**config.mk**
```make
export PLATFORM = sky130hd
export DESIGN_NAME = r_unloader
export DESIGN_NICKNAME = d
export VERILOG_FILES = /design/src/rtl/r_unloader.sv
export SDC_FILE = /design/constraint.sdc
export NUM_CORES = 1
export LEC_CHECK = 0
export CAP_MARGIN = 25
export CORE_MARGIN = 10
export CORE_UTILIZATION = 51
export CTS_BUF_LIST = sky130_fd_sc_hd__clkbuf_2
export CTS_CLUSTER_SIZE = 16
export DETAILED_ROUTE_END_ITERATION = 10
export PLACE_DENSITY = 0.78
export SYNTH_ARGS = -nofsm -noshare
export SYNTH_HDL_FRONTEND = slang
export SYNTH_SLANG_ARGS = --single-unit
```
**constraint.sdc**
```tcl
create_clock -name clk -period 4.3 [get_ports clk]
set_clock_uncertainty 0.1 [all_clocks]
set_input_delay 0.645 -clock clk [delete_from_list [all_inputs] [get_ports clk]]
set_output_delay 0.645 -clock clk [all_outputs]
set_load 0.01 [all_outputs]
```
**src/rtl/r_unloader.sv**
```systemverilog
// rtl/r_unloader.sv - BRAM R result-row readback engine with credit-limited stream FIFO
// Optional R_UNLOADER_CHECKSUM_EN adds an XOR checksum of every emitted lane.
module r_unloader #(
  parameter int PE_COUNT   = 4,
  parameter int DATA_WIDTH = 32,
  parameter int ADDR_WIDTH = 11,
  parameter int RD_LATENCY = 2,
  parameter int FIFO_DEPTH = RD_LATENCY + 2
) (
  input  logic                                 clk,
  input  logic                                 rst,
  input  logic                                 start,
  input  logic [ADDR_WIDTH-1:0]                base_addr,
  input  logic [ADDR_WIDTH:0]                  row_count,
  output logic [ADDR_WIDTH-1:0]                bram_r_r_addr,
  input  logic [PE_COUNT-1:0][DATA_WIDTH-1:0]  bram_r_r_data,
  output logic [PE_COUNT-1:0][DATA_WIDTH-1:0]  m_tdata,
  output logic                                 m_tvalid,
  input  logic                                 m_tready,
  output logic                                 m_tlast,
  output logic                                 busy,
  output logic                                 done
`ifdef R_UNLOADER_CHECKSUM_EN
  ,
  output logic [DATA_WIDTH-1:0]                checksum
`endif
);

  localparam logic [1:0] S_IDLE  = 2'd0;
  localparam logic [1:0] S_ISSUE = 2'd1;
  localparam logic [1:0] S_DRAIN = 2'd2;
  localparam logic [1:0] S_DONE  = 2'd3;

  localparam int CW = $clog2(FIFO_DEPTH + RD_LATENCY + 2);
  localparam int PW = (FIFO_DEPTH > 1) ? $clog2(FIFO_DEPTH) : 1;
  localparam int OW = $clog2(FIFO_DEPTH + 1);

  logic [1:0]                          state;
  logic [ADDR_WIDTH:0]                 issue_left;
  logic [ADDR_WIDTH:0]                 beats_left;
  logic                                rd_vld;
  logic [RD_LATENCY-1:0]               tag;
  logic [PE_COUNT-1:0][DATA_WIDTH-1:0] fifo_mem [FIFO_DEPTH];
  logic [PW-1:0]                       wr_ptr;
  logic [PW-1:0]                       rd_ptr;
  logic [OW-1:0]                       fifo_count;
  logic                                push;
  logic                                pop;
  logic [CW-1:0]                       pending;
  logic                                credit;

  // Credit counts every read not yet popped: the one on the bus, those in the delay line, and the FIFO.
  always_comb begin
    push     = tag[RD_LATENCY-1];
    m_tvalid = (fifo_count != '0);
    m_tdata  = m_tvalid ? fifo_mem[rd_ptr] : '0;
    m_tlast  = m_tvalid && (beats_left == (ADDR_WIDTH+1)'(1));
    pop      = m_tvalid && m_tready;
    busy     = (state == S_ISSUE) || (state == S_DRAIN);
    done     = (state == S_DONE);
    pending  = CW'(fifo_count) + CW'(rd_vld);
    for (int i = 0; i < RD_LATENCY; i++) pending = pending + CW'(tag[i]);
    pending  = pending - CW'(pop);
    credit   = (pending < CW'(FIFO_DEPTH));
  end

`ifdef R_UNLOADER_CHECKSUM_EN
  logic [DATA_WIDTH-1:0] beat_xor;
  always_comb begin
    beat_xor = '0;
    for (int i = 0; i < PE_COUNT; i++) beat_xor = beat_xor ^ m_tdata[i];
  end

  always_ff @(posedge clk) begin
    if (rst)                            checksum <= '0;
    else if (state == S_IDLE && start)  checksum <= '0;
    else if (pop)                       checksum <= checksum ^ beat_xor;
  end
`endif

  always_ff @(posedge clk) begin
    if (rst) begin
      state         <= S_IDLE;
      bram_r_r_addr <= '0;
      rd_vld        <= 1'b0;
      tag           <= '0;
      issue_left    <= '0;
      beats_left    <= '0;
      wr_ptr        <= '0;
      rd_ptr        <= '0;
      fifo_count    <= '0;
    end else begin
      rd_vld <= 1'b0;
      tag[0] <= rd_vld;
      for (int i = 1; i < RD_LATENCY; i++) tag[i] <= tag[i-1];

      if (push) begin
        fifo_mem[wr_ptr] <= bram_r_r_data;
        wr_ptr <= (wr_ptr == PW'(FIFO_DEPTH-1)) ? '0 : wr_ptr + PW'(1);
      end
      if (pop) begin
        rd_ptr     <= (rd_ptr == PW'(FIFO_DEPTH-1)) ? '0 : rd_ptr + PW'(1);
        beats_left <= beats_left - (ADDR_WIDTH+1)'(1);
      end
      fifo_count <= fifo_count + OW'(push) - OW'(pop);

      case (state)
        S_IDLE: begin
          if (start) begin
            beats_left <= row_count;
            if (row_count == '0) begin
              state <= S_DONE;
            end else begin
              bram_r_r_addr <= base_addr;
              rd_vld        <= 1'b1;
              issue_left    <= row_count - (ADDR_WIDTH+1)'(1);
              state         <= S_ISSUE;
            end
          end
        end
        S_ISSUE: begin
          if (issue_left == '0) begin
            state <= S_DRAIN;
          end else if (credit) begin
            bram_r_r_addr <= bram_r_r_addr + ADDR_WIDTH'(1);
            rd_vld        <= 1'b1;
            issue_left    <= issue_left - (ADDR_WIDTH+1)'(1);
          end
        end
        S_DRAIN: begin
          if (pop && m_tlast) state <= S_DONE;
        end
        default: state <= S_IDLE;
      endcase
    end
  end

endmodule

```
==> reports/summary.md <==
On the final layout, the worst hold slack is 219.3 ps. At the end of the flow, the number of nets in the layout was 1933. The share of flip-flops with an asynchronous set or reset is 0, and the die outline area is 52560 um2.

Counting instances in the post-synthesis netlist gives the leading cell types as 512 x edfxtp_1, 134 x and2_1, 128 x mux4_2. The transition time at the pin with the least slew margin was 842.9 ps; the complex-gate fraction of the synthesized area was 0.03323. Once detail routing completed, the nets flagged for antenna violations numbered 0.

In this run the core area contains 76 standard-cell rows. Synthesis inferred 561 register bits. The floorplan die height came out at 229.3 um. The proportion of synthesized chip area in sequential cells was 0.7324.

The power per unit of standard cell area was 510.9 nW/um2. The tree is rooted in a clkbuf_2. edfxtp_1 is the most common cell in the netlist. Standard cell core area: 43170 um2. STA classifies the critical path endpoint as an output pin. Kind of start point of the critical path: a flop.

The via count of the first global-routing pass was 14370. The tools report the sequential cell area as 16360 um2. The number of hold violations in the final report is 0, and the fraction of synthesized cell area taken by the top area cell type is 0.6885. Counting every instance in the synthesized netlist gives 1193. STA puts the critical path data arrival time at 3310 ps. The ratio of final minimum period to clock period works out to 0.9428. The initial antenna violation count is 6.

The number of buffers inserted by port buffering works out to 297. The number of DRC violations after detailed-routing iteration 0 was 1056; the fill cell instance count of the final layout was 2849. The cell type with the highest aggregate area in the netlist was edfxtp_1. The DRC violations left was 0. TritonCTS built the clock tree. The analysis attributes to cell leakage a power of 9.638 nW. The mux cell area share after synthesis was 0.1327; the post-synthesis share of cell area spent on full adders, half adders and majority gates was 0.01188. For the H-tree level count, the log shows 4. Setup repair after global routing left no endpoint under its margin.

The clock passes through at most 3 buffers. Setup violations remaining at the end of the flow were counted as 0. The area added between synthesis and finish came out at 30.14%.

The tools report the count of warnings emitted by yosys as 0. The share of cells above drive strength 1 came out at 0.2136. The path class of the tightest hold or removal check is input pin to flop.

The die is 229.3 um wide. The run gives 246.7 MHz as the highest clock frequency the design can meet. The first detailed-routing pass took 5 iterations. After synthesis, the largest family of logic cells by area is multiplexers. By area the synthesized netlist is led by edfxtp_1 69%, mux4_2 13%, dfxtp_1 4.4%. After detailed routing, the total wire length is 56.16 mm.

The final design utilization is 0.6732. The count of flip-flops with a built-in enable after synthesis is 512, and the largest net degree at the start of global routing is 72. The run gives 0 as the count of final max-slew check failures. Counting the buffers created by CTS gives 138. The synthesized netlist occupies a cell area of 22330 um2.

Routability-driven placement finished with a final weighted congestion of 0.8281. The run finished with clean final reports. The initial core utilization is 0.5173. The instance count along the most critical hold path is 3, and the max-cap violation count is 0.

Most used flip-flop cell after synthesis: edfxtp_1. The first global-routing pass estimated 85.99 mm of wire. For the worst flop-to-flop path, the logic depth is 13.

Data on the critical path is required at its endpoint by 3560 ps. In the routed layout, each cell is associated on average with a via count of 5.587. The simple-gate area share of the yosys netlist works out to 0.06880. After routing, the total negative slack on setup checks comes to 0 ps. The relative slew slack was 0.4381. At the later pin of the worst-skew pair, clock insertion delay measures 1220 ps. The tools report the global routing usage summed across all routing layers as 0.2135. The maximum fanout count along the critical path was 70. VDD sags by at most 0.0003256 V. Once detailed placement completed, the half-perimeter wirelength came to 32.51 mm. After clock tree synthesis, the clock-pin slew on the worst setup and hold paths is 90 ps. Area share of xor/xnor cells in the synthesized design: 0.006948. The worst setup path is of the flop to output pin kind.

The average size of a mapped cell was 18.72 um2; the number of I/O pins was 298. Summing over every cut layer, the via total after detailed routing is 13580. The multi-input combinational cells in the finished layout cover a total of 5678 um2.

Post-synth net total: 1368. The synthesized netlist contains 61 unique library cells. The wire length per cell after detailed routing came out at 23.10 um. The count of clock tree sinks is 561, and the final period demand of the worst path is 4054 ps. The tools report the overall overflow remaining after global route as 0.
[cell type report]
| cell class | instances | share of cell area |
|---|---|---|
| multi-input cells | 552 | 0.1954 |
| inverters | 19 | 0.002454 |
| flip-flops and latches | 561 | 0.5631 |
| clock buffers | 196 | 0.03375 |
| repair buffers | 486 | 0.1730 |
| diodes | 6 | 0.0005166 |
| well taps | 585 | 0.02519 |
| clock inverters | 26 | 0.006630 |
[power breakdown]
group          internal (mW)  switching [mW]
clock                   1.34            2.10
combinational           2.62            2.43
sequential              6.14           0.211
[layout by cell type (no fill, tap or decap), drive strengths merged, types with 3 or more instances in the layout]
cell,netlist,layout
edfxtp,512,512
clkbuf,39,197
mux2i,7,7
clkinv,1,19
nand4b,3,3
a311oi,3,3
nand2,29,29
o22ai,5,5
nor4,7,7
ha,18,18
o31ai,5,5
a211oi,15,15
dlygate4sd2,0,3
nor2b,7,7
xnor2,9,9
dfxtp,49,49
nor3,15,15
o211ai,3,3
or3,9,9
xor2,6,6
nand3,9,9
mux4,128,128
buf,22,35
clkdlybuf4s50,0,294
and2,134,134
nand4,5,5
clkinvlp,0,3
a31oi,6,6
a32o,6,6
o21ai,22,22
dlygate4sd3,0,153
inv,18,21
nor2,47,47
diode,0,6
a21oi,24,24
[worst paths after layout]
| check | startpoint | to | slack [ps] |
|---|---|---|---|
| worst max-delay path | fifo_count[1] | m_tdata[82] | 250 |
| worst min-delay path | row_count[4] | beats_left[4] | 220 |
| worst max register to register | fifo_count[1] | bram_r_r_addr[6] | 550 |
| worst min register to register | tag[0] | tag[1] | 360 |
[timing repair]
| action | CTS | global route |
|---|---|---|
| buffers inserted | 6 | 0 |
| hold buffers | 153 | 0 |
| resized for setup | 10 | 1 |
| cloned | 0 | 1 |
| hold endpoints to repair | 539 | 0 |
| endpoints found under the setup margin | 128 | 4 |
[worst max-delay path, stage by stage (launching register included)]
cell	delay [ps]
dfxtp_1	360
or3_4	430
buf_12	190
clkbuf_16	290
and2_1	160
clkdlybuf4s50_1	550
[per-stage QoR]
| step | cell area, um2 | cells | total power, mW | worst slack, ps |
|---|---|---|---|---|
| after CTS | 29010 | 2424 | 14.89 | 2.683 |
| after detailed placement | 26200 | 2043 | 11.24 | 287.2 |
| after global routing | 29060 | 2430 | 15.62 | 23.52 |
| after global placement | 26200 | 2043 | 11.21 | 323.9 |
| final | 29060 | 2431 | 14.85 | 246.0 |
| after floorplan | 22340 | 1193 | 9.019 | 483.9 |
[cell families (layout without fill, tap and decap cells)]
family / count (synthesis) / after routing
AO/OA/AOI/OAI: 105 / 105
XOR/XNOR: 16 / 16
adder cells (fa/ha/maj): 20 / 20
buffers and inverters: 80 / 727
flip-flops: 561 / 561
multiplexers: 136 / 136
other: 0 / 6
AND/OR/NAND/NOR: 275 / 275
[state kept, by name (all words and copies together), names as in the netlist, named ones only]
| name | flops |
|---|---|
| rd_ptr | 2 |
| bram_r_r_addr | 11 |
| beats_left | 12 |
| state | 2 |
| wr_ptr | 2 |
| fifo_mem | 512 |
| rd_vld | 1 |
| fifo_count | 3 |
| tag | 2 |
| issue_left | 12 |
[routing by layer]
layer  vias to the layer above  routed length, um  track usage
li1                       5973                  -            -
met1                      6908              22010       0.2632
met2                       606              28440       0.3488
met3                        94               4225      0.06613
met4                         0               1491      0.08194
met5                         -                  0            0
Power figures use the tool's default switching activity.
